File: src/rtl/operand_sequencer.sv
// Operand sequencer: fetches register operands for a downstream ALU, steps a
// six-state command FSM, and writes results back into an eight-entry register file.
module operand_sequencer (
    input  logic        clk,
    input  logic        reset,
    input  logic        s,
    input  logic [2:0]  opcode,
    input  logic [2:0]  rd,
    input  logic [2:0]  rn,
    input  logic [2:0]  rm,
    input  logic [7:0]  imm8,
    output logic [15:0] alu_a,
    output logic [15:0] alu_b,
    output logic [1:0]  alu_op,
    input  logic [15:0] alu_out,
    input  logic [2:0]  alu_z,
    output logic        w,
    output logic [2:0]  status,
    output logic        err,
    input  logic [2:0]  dbg_sel,
    output logic [15:0] dbg_data
);

    typedef enum logic [2:0] {
        ST_WAIT,
        ST_DECODE,
        ST_GET_A,
        ST_GET_B,
        ST_EXEC,
        ST_WRITE
    } state_t;

    typedef enum logic [2:0] {
        OP_MOVI = 3'b000,
        OP_MOV  = 3'b001,
        OP_ADD  = 3'b010,
        OP_CMP  = 3'b011,
        OP_AND  = 3'b100,
        OP_MVN  = 3'b101,
        OP_RSV6 = 3'b110,
        OP_RSV7 = 3'b111
    } opcode_t;

    typedef struct packed {
        opcode_t    op;
        logic [2:0] rd;
        logic [2:0] rn;
        logic [2:0] rm;
        logic [7:0] imm8;
    } instr_t;

    state_t      state;
    state_t      state_next;
    instr_t      ir;
    logic [15:0] regs [8];
    logic [15:0] a_reg;
    logic [15:0] b_reg;
    logic [15:0] c_reg;
    logic [15:0] write_data;

    logic load_ir;
    logic load_a;
    logic load_b;
    logic load_c;
    logic load_status;
    logic write_reg;
    logic err_next;

    // NOTE: every output of this block gets a default before the case, so no
    // path leaves a signal unassigned and no latch is inferred.
    always_comb begin
        state_next  = state;
        load_ir     = 1'b0;
        load_a      = 1'b0;
        load_b      = 1'b0;
        load_c      = 1'b0;
        load_status = 1'b0;
        write_reg   = 1'b0;
        err_next    = 1'b0;

        case (state)
            ST_WAIT: begin
                if (s) begin
                    load_ir    = 1'b1;
                    state_next = ST_DECODE;
                end
            end
            ST_DECODE: begin
                case (ir.op)
                    OP_ADD, OP_CMP, OP_AND: state_next = ST_GET_A;
                    OP_MOV, OP_MVN:         state_next = ST_GET_B;
                    OP_MOVI:                state_next = ST_WRITE;
                    default: begin
                        state_next = ST_WAIT;
                        err_next   = 1'b1;
                    end
                endcase
            end
            ST_GET_A: begin
                load_a     = 1'b1;
                state_next = ST_GET_B;
            end
            ST_GET_B: begin
                load_b     = 1'b1;
                state_next = ST_EXEC;
            end
            ST_EXEC: begin
                if (ir.op == OP_CMP) begin
                    load_status = 1'b1;
                    state_next  = ST_WAIT;
                end else begin
                    load_c     = 1'b1;
                    state_next = ST_WRITE;
                end
            end
            ST_WRITE: begin
                write_reg  = 1'b1;
                state_next = ST_WAIT;
            end
            default: state_next = ST_WAIT;
        endcase

        // A start arriving while busy is dropped, never queued.
        if (s && (state != ST_WAIT)) begin
            err_next = 1'b1;
        end
    end

    always_comb begin
        alu_op = 2'b00;
        case (ir.op)
            OP_CMP:  alu_op = 2'b01;
            OP_AND:  alu_op = 2'b10;
            OP_MVN:  alu_op = 2'b11;
            default: alu_op = 2'b00;
        endcase
    end

    assign alu_a      = (ir.op == OP_MOV) ? 16'h0000 : a_reg;
    assign alu_b      = b_reg;
    assign w          = (state == ST_WAIT);
    assign dbg_data   = regs[dbg_sel];
    assign write_data = (ir.op == OP_MOVI) ? {{8{ir.imm8[7]}}, ir.imm8} : c_reg;

    // NOTE: state is updated with non-blocking assignments so every register
    // samples the pre-edge values, independent of statement order.
    always_ff @(posedge clk) begin
        if (reset) begin
            state  <= ST_WAIT;
            err    <= 1'b0;
            ir     <= '0;
            a_reg  <= '0;
            b_reg  <= '0;
            c_reg  <= '0;
            status <= '0;
            // NOTE: the register file is small and must read zero after reset,
            // so it is built from flops rather than an unresettable RAM.
            for (int i = 0; i < 8; i++) begin
                regs[i] <= '0;
            end
        end else begin
            state <= state_next;
            err   <= err_next;
            if (load_ir) begin
                ir.op   <= opcode_t'(opcode);
                ir.rd   <= rd;
                ir.rn   <= rn;
                ir.rm   <= rm;
                ir.imm8 <= imm8;
            end
            if (load_a) begin
                a_reg <= regs[ir.rn];
            end
            if (load_b) begin
                b_reg <= regs[ir.rm];
            end
            if (load_c) begin
                c_reg <= alu_out;
            end
            if (load_status) begin
                status <= alu_z;
            end
            if (write_reg) begin
                regs[ir.rd] <= write_data;
            end
        end
    end

endmodule

File: config.mk
export PLATFORM = sky130hd
export DESIGN_NAME = operand_sequencer
export DESIGN_NICKNAME = d
export VERILOG_FILES = /design/src/rtl/operand_sequencer.sv
export SDC_FILE = /design/constraint.sdc
export NUM_CORES = 1
export LEC_CHECK = 0
export CORE_ASPECT_RATIO = 0.6
export CORE_MARGIN = 8
export CORE_UTILIZATION = 62
export CTS_CLUSTER_SIZE = 8
export DETAILED_ROUTE_END_ITERATION = 10
export GPL_ROUTABILITY_DRIVEN = 0
export PLACE_DENSITY = 0.87
export SYNTH_ARGS = -nofsm -noshare
export SYNTH_HDL_FRONTEND = slang
export SYNTH_SLANG_ARGS = --single-unit
File: constraint.sdc
create_clock -name clk -period 4.7 [get_ports clk]
set_clock_uncertainty 0.1 [all_clocks]
set_input_delay 0.94 -clock clk [delete_from_list [all_inputs] [get_ports clk]]
set_output_delay 0.94 -clock clk [all_outputs]
set_load 0.01 [all_outputs]
==> results of run 1 <==
==> worst min-delay path by stage <==
stage          startpoint    end  slack [ns]  cells past startpoint
2_1_floorplan       ir[7]  ir[7]        0.33                      2
5_1_grt             ir[0]  ir[0]        0.38                      2
3_5_place_dp        ir[7]  ir[7]        0.34                      2
6_report            ir[6]  ir[6]        0.36                      2
3_3_place_gp        ir[2]  ir[2]        0.34                      2
4_1_cts             ir[6]  ir[6]        0.36                      2
==> layer usage <==
metal	wire length [um]	global-route usage	share of wire	vias up
li1	-	-	-	3614
met2	13700	0.450	0.41	840
met5	8	0	0.00024	-
met3	5940	0.111	0.18	113
met1	12300	0.414	0.37	4109
met4	1030	0.0906	0.031	2
==> logic make-up after synthesis <==
logic type / Yosys count / synth area share
AO/OA/AOI/OAI: 175 / 0.109
buffers and inverters: 79 / 0.0322
flip-flops: 203 / 0.515
multiplexers: 183 / 0.217
AND/OR/NAND/NOR: 288 / 0.126
==> layout by cell type (no fill, tap or decap), types with 4 or more instances in the layout <==
cell type and instances:
sky130_fd_sc_hd__nand3b_1 4, sky130_fd_sc_hd__nand2b_1 8, sky130_fd_sc_hd__mux4_2 32, sky130_fd_sc_hd__nor2_1 133, sky130_fd_sc_hd__dfxtp_1 73, sky130_fd_sc_hd__nand3_1 22, sky130_fd_sc_hd__nand2_1 73, sky130_fd_sc_hd__a22oi_1 32
sky130_fd_sc_hd__nor2b_2 4, sky130_fd_sc_hd__clkdlybuf4s50_1 97, sky130_fd_sc_hd__clkbuf_16 29, sky130_fd_sc_hd__a32o_1 32, sky130_fd_sc_hd__buf_4 22, sky130_fd_sc_hd__o21ai_0 21, sky130_fd_sc_hd__mux2_2 16, sky130_fd_sc_hd__nor2b_1 20
sky130_fd_sc_hd__edfxtp_1 128, sky130_fd_sc_hd__a21oi_1 83, sky130_fd_sc_hd__clkbuf_1 19, sky130_fd_sc_hd__mux2i_1 135
==> layout make-up <==
| cell class | instances | area [um^2] |
|---|---|---|
| fillers | 1061 | 3970 |
| repair buffers | 122 | 1170 |
| diodes | 1 | 2.50 |
| multi-input cells | 646 | 4720 |
| clock buffers | 48 | 797 |
| flip-flops and latches | 203 | 5350 |
| well taps | 228 | 285 |
| clock inverters | 1 | 7.51 |
==> per-stage QoR <==
| stage | power [mW] | cell area (um^2) | utilization | instances |
|---|---|---|---|---|
| finish | 4.98 | 12300 | 0.756 | 1249 |
| global route | 5.10 | 12300 | 0.756 | 1248 |
| CTS | 4.93 | 12300 | 0.756 | 1248 |
| detailed placement | 3.08 | 11500 | 0.707 | 1199 |
| global placement | 3.05 | 11500 | 0.707 | 1199 |
| floorplan | 2.73 | 10400 | - | 928 |
==> where the power goes <==
part | total, mW | leakage (nW) | switching, mW | internal [mW]
Sequential | 2.20 | 1.93 | 0.201 | 2.00
Clock | 1.89 | 0.380 | 0.751 | 1.13
Combinational | 0.893 | 1.74 | 0.496 | 0.397
Total | 4.98 | 4.05 | 1.45 | 3.53
==> worst min-delay path, delay by kind of cell, from the launching register on <==
kind | cells | cell delay (ns)
AOI/OAI and AO/OA | 1 | 0.05
and+or+nand+nor | 1 | 0.05
DFF | 1 | 0.30
==> summary.log, run 1 <==
[worst_setup_path] logic depth of the worst path, buffers included 5
[finish] register containing the most flip-flops in the final layout regs
[sta] Worst Max-Slew Pin Slew 1.19 ns
[pwr] worst ir drop on vdd 0.245 mV
[worst_setup_path] data arrival at the endpoint of the critical path 3.07 ns
[worst_setup_path] source of the worst register-to-register timing path state[2]
[placed_design] number of buffers inserted by port buffering 99
[global_route] residual overflow from global routing 0
[worst_setup_path] series of cell instances along the critical path clkdlybuf4s50_1, buf_4, mux4_2, mux2_2, clkdlybuf4s50_1
[route] routed wirelength normalized by instance count 26.4 um
[sta] Final Hold Violating Endpoints 0
[sta] count of endpoints failing setup in the final report 0
[route] Antenna Nets Post-Route 0
[logic_synthesis] net count after synthesis 973
[worst_setup_path] category of the critical setup timing path in -> out
[clock_tree] clock transition time at the flip-flop clock pins of the worst setup and hold paths 0.05 ns
[sta] RSZ-0062 raised after global routing false
[logic_synthesis] leading cell types by count after synthesis sky130_fd_sc_hd__mux2i_1 (135), sky130_fd_sc_hd__nor2_1 (135), sky130_fd_sc_hd__edfxtp_1 (128)
[route] drt drc 0
[logic_synthesis] Synthesis Warnings 0
[route] total number of vias 8678
[finish] ratio of cells with drive above 1 in the final layout 0.116
[logic_synthesis] Synth Register Bits 203
[clock_tree] number of sinks handled by clock tree synthesis 203
[clock_tree] CTS buffer count 29
[route] 1st-pass router iterations 8
[sta] sum of negative setup slack 0 ns
[worst_setup_path] endpoint of the worst-slack reg-to-reg timing path regs[6][15]
[logic_synthesis] fraction of registers with async set/reset 0
[worst_setup_path] launching element of the worst setup path dbg_sel[1]
[global_route] vias in the first global route 8317
[logic_synthesis] biggest area consumer among synthesized cells sky130_fd_sc_hd__edfxtp_1
[sta] clock period minus final worst setup slack 4.11 ns
[global_route] overall track demand over capacity in global routing 0.304
[floorplanning] DIE AREA 0.0213 mm^2
[worst_setup_path] Worst R2R Path Depth 5
[placed_design] hpwl dp 19600 um
[global_route] largest net degree at the start of global routing 66
[worst_setup_path] Worst setup endpoint dbg_data[15]
[logic_synthesis] sequential cell area fraction in the yosys report 0.515
[sta] remaining max-slew budget at the tightest pin 0.201
[worst_setup_path] category of the worst setup path launch point input port
[sta] Max Transition Viols Final 0
[sta] crit share post-route 0.873
[sta] Max Clk Rate 0.244 GHz
[floorplanning] top-level port count 100
[floorplanning] starting utilization of the core area 0.636
[floorplanning] vertical die dimension 116 um
[route] Vias/cell 6.95
[worst_setup_path] peak per-stage delay on the critical path 0.49 ns
[finish] Largest regs regs x128, ir x20
[global_route] antenna violations before repair 1
[worst_setup_path] slack of the worst reg-to-reg path 2.03 ns
[clock_tree] Max H-tree Level 1
[clock_tree] number of buffers added for setup after CTS 0
[logic_synthesis] gate count of the mapped netlist 928
[clock_tree] number of resized instances in the post-cts repair step 0
[worst_setup_path] crit-path most repeated cell sky130_fd_sc_hd__clkdlybuf4s50_1
[route] count of routing violations after the opening detailed-route iteration 1514
[outcome] result of the run finished clean
[logic_synthesis] post-synth top area share 0.371
[route] detailed-route wire length 33000 um
[pwr] ratio of total power to cell area 404 mW/mm^2
[logic_synthesis] Avg Cell Area, Syn 11.2 um^2
[worst_hold_path] class of the most critical hold timing path reg -> reg
[clock_tree] latest clock arrival within the worst-skew pair 0.52 ns
[worst_setup_path] library cell contributing the largest single delay on the critical path sky130_fd_sc_hd__clkdlybuf4s50_1
[finish] net total in the final layout 1047
[logic_synthesis] cell area after synthesis 0.0104 mm^2
[floorplanning] Die Width 183 um
[worst_setup_path] WP data required 3.66 ns
[pwr] leakage power summed over all cells 4.05 nW
[finish] Largest register FFs 128
[flow_run] number of maximum-capacitance constraint violations 0
[floorplanning] floorplan core area 0.0163 mm^2
[clock_tree] CTS Buffer Depth 3
[global_route] first-pass GRT wire length 49200 um
[logic_synthesis] Post-synth EDFFs 128
[clock_tree] clock tree from TritonCTS done
[finish] area growth from synthesis to layout 18.9%
[sta] final worst hold slack 0.356 ns
[floorplanning] cell row count 36
[logic_synthesis] number of unique standard cell types used by synthesis 40
[clock_tree] cell at the root of the clock tree sky130_fd_sc_hd__clkbuf_16
[sta] worst path setup slack after routing 0.595 ns
[worst_setup_path] nature of the critical path endpoint output pin
[logic_synthesis] Primary FF master, synth sky130_fd_sc_hd__edfxtp_1
[worst_setup_path] crit-path leading delay family buffers and inverters
[placed_design] Placement Setup Slack 0.649 ns
[clock_tree] Hold-fix buffers, CTS 0
[logic_synthesis] Area contributors post-synth sky130_fd_sc_hd__edfxtp_1 (37%), sky130_fd_sc_hd__dfxtp_1 (14%), sky130_fd_sc_hd__mux2i_1 (13%)
[worst_setup_path] combined buffer and inverter count along the critical path 3
[worst_setup_path] highest net fanout along the worst path 32
Power figures use the tool's default switching activity.
==> run 2: changes to the inputs <==
- CORE_UTILIZATION: 62 -> 45
- PLACE_DENSITY: 0.87 -> 0.66
- clock period: 4.7 -> 4.9 ns (I/O delays scaled with it)
==> summary.log, run 2 (synthesis results as in run 1) <==
[outcome] result of the run finished clean
[sta] count of endpoints failing setup in the final report 0
[sta] remaining max-slew budget at the tightest pin 0.158
[flow_run] number of maximum-capacitance constraint violations 0
[global_route] antenna violations before repair 0
[sta] Max Clk Rate 0.241 GHz
[worst_hold_path] class of the most critical hold timing path reg -> reg
[route] count of routing violations after the opening detailed-route iteration 846
[pwr] ratio of total power to cell area 382 mW/mm^2
[global_route] largest net degree at the start of global routing 54
[worst_setup_path] Worst setup endpoint dbg_data[0]
[clock_tree] Max H-tree Level 1
[clock_tree] cell at the root of the clock tree sky130_fd_sc_hd__clkbuf_16
[sta] crit share post-route 0.847
[worst_setup_path] Worst R2R Path Depth 5
[sta] Max Transition Viols Final 0
[finish] Largest register FFs 128
[global_route] met3 capacity usage during global routing 0.0863
[worst_setup_path] data arrival at the endpoint of the critical path 3.07 ns
[sta] Final Hold Violating Endpoints 0
[floorplanning] floorplan core area 0.0229 mm^2
[clock_tree] number of resized instances in the post-cts repair step 0
[floorplanning] DIE AREA 0.0283 mm^2
[clock_tree] number of buffers added for setup after CTS 0
[floorplanning] top-level port count 100
[global_route] fraction of met2 tracks used by global routing 0.319
[finish] register containing the most flip-flops in the final layout regs
[finish] commonest cells after routing, fill and taps aside sky130_fd_sc_hd__mux2i_1 (135), sky130_fd_sc_hd__nor2_1 (133), sky130_fd_sc_hd__edfxtp_1 (128), sky130_fd_sc_hd__clkdlybuf4s50_1 (97), sky130_fd_sc_hd__a21oi_1 (83)
[global_route] vias in the first global route 7923
[global_route] overall track demand over capacity in global routing 0.230
[sta] final worst hold slack 0.353 ns
[floorplanning] Die Width 212 um
[sta] Worst Max-Slew Pin Slew 1.26 ns
[route] routed wirelength normalized by instance count 24.9 um
[route] detailed-route wire length 33300 um
[route] 1st-pass router iterations 8
[route] Vias/cell 6.06
[placed_design] hpwl dp 21000 um
[finish] Largest regs regs x128, ir x20
[worst_setup_path] WP data required 3.82 ns
[worst_setup_path] source of the worst register-to-register timing path state[2]
[finish] ANT cells 0
[finish] commonest non-fill, non-tap cell in the layout sky130_fd_sc_hd__mux2i_1
[global_route] first-pass GRT wire length 50000 um
[clock_tree] clock tree from TritonCTS done
[route] total number of vias 8118
[worst_setup_path] endpoint of the worst-slack reg-to-reg timing path regs[2][10]
[worst_setup_path] category of the worst setup path launch point input port
[clock_tree] CTS Buffer Depth 3
[route] drt drc 0
[worst_setup_path] category of the critical setup timing path in -> out
[floorplanning] starting utilization of the core area 0.454
[floorplanning] cell row count 43
[worst_setup_path] highest net fanout along the worst path 32
[clock_tree] CTS buffer count 29
[finish] area growth from synthesis to layout 20.2%
[sta] sum of negative setup slack 0 ns
[finish] # fillers 1988
[clock_tree] latest clock arrival within the worst-skew pair 0.52 ns
[route] Antenna Nets Post-Route 0
[finish] cell area after layout 0.0125 mm^2
[worst_setup_path] launching element of the worst setup path dbg_sel[1]
[global_route] global route hottest layer met1
[sta] clock period minus final worst setup slack 4.15 ns
[pwr] total power draw 4.76 mW
[global_route] GR met1 Demand/Resource 0.336
[pwr] leakage power summed over all cells 4.07 nW
[finish] net total in the final layout 1050
[worst_setup_path] nature of the critical path endpoint output pin
[pwr] worst ir drop on vdd 0.277 mV
[sta] RSZ-0062 raised after global routing false
[finish] ratio of cells with drive above 1 in the final layout 0.118
[clock_tree] clock transition time at the flip-flop clock pins of the worst setup and hold paths 0.05 ns
[worst_setup_path] slack of the worst reg-to-reg path 2.11 ns
[clock_tree] number of sinks handled by clock tree synthesis 203
[placed_design] number of buffers inserted by port buffering 99
[global_route] residual overflow from global routing 0
[placed_design] placed cell areas 0.0117 mm^2
[clock_tree] Hold-fix buffers, CTS 0
[floorplanning] vertical die dimension 134 um
-- run 2: metrics by stage --
step	util	cells	worst slack [ns]
global route	0.545	1340	0.711
global placement	0.510	1289	0.782
floorplan	-	928	1.51
detailed placement	0.510	1289	0.763
CTS	0.545	1340	0.779
finish	0.545	1340	0.750
-- run 2: final cells by class --
class                      count  area (um^2)  share of cell area
clock inverter                 1         7.51            0.000602
timing repair buffer         125         1190              0.0953
clock buffer                  50          805              0.0645
multi-input combinational    646         4720               0.379
tap                          315          394              0.0316
sequential                   203         5350               0.429
-- run 2: worst min path at each step --
stage,cells past startpoint,from,slack [ns],to
final,2,ir[0],0.35,ir[0]
after global routing,1,a_reg[1],0.37,a_reg[1]
after CTS,2,ir[1],0.35,ir[1]
after detailed placement,2,ir[0],0.35,ir[0]
after global placement,2,ir[4],0.34,ir[4]
after floorplan,2,ir[7],0.33,ir[7]
-- run 2: routing by layer --
layer / up-vias / routed length [um]
met5: - / 0
met4: 0 / 543
met3: 53 / 4710
met2: 542 / 13500
met1: 3909 / 14600
li1: 3614 / -
-- run 2: report_power, final --
| group | internal [mW] | switching [mW] | leakage, nW | total, mW |
|---|---|---|---|---|
| Clock | 1.10 | 0.710 | 0.382 | 1.81 |
| Sequential | 1.92 | 0.146 | 1.93 | 2.07 |
| Combinational | 0.378 | 0.515 | 1.76 | 0.893 |
| Total | 3.39 | 1.37 | 4.07 | 4.76 |
-- run 2: worst max-delay path: stages --
cell                              delay, ns
sky130_fd_sc_hd__clkdlybuf4s50_1       0.45
sky130_fd_sc_hd__buf_4                 0.41
sky130_fd_sc_hd__mux4_2                0.39
sky130_fd_sc_hd__mux2_2                0.32
sky130_fd_sc_hd__clkdlybuf4s50_1       0.50
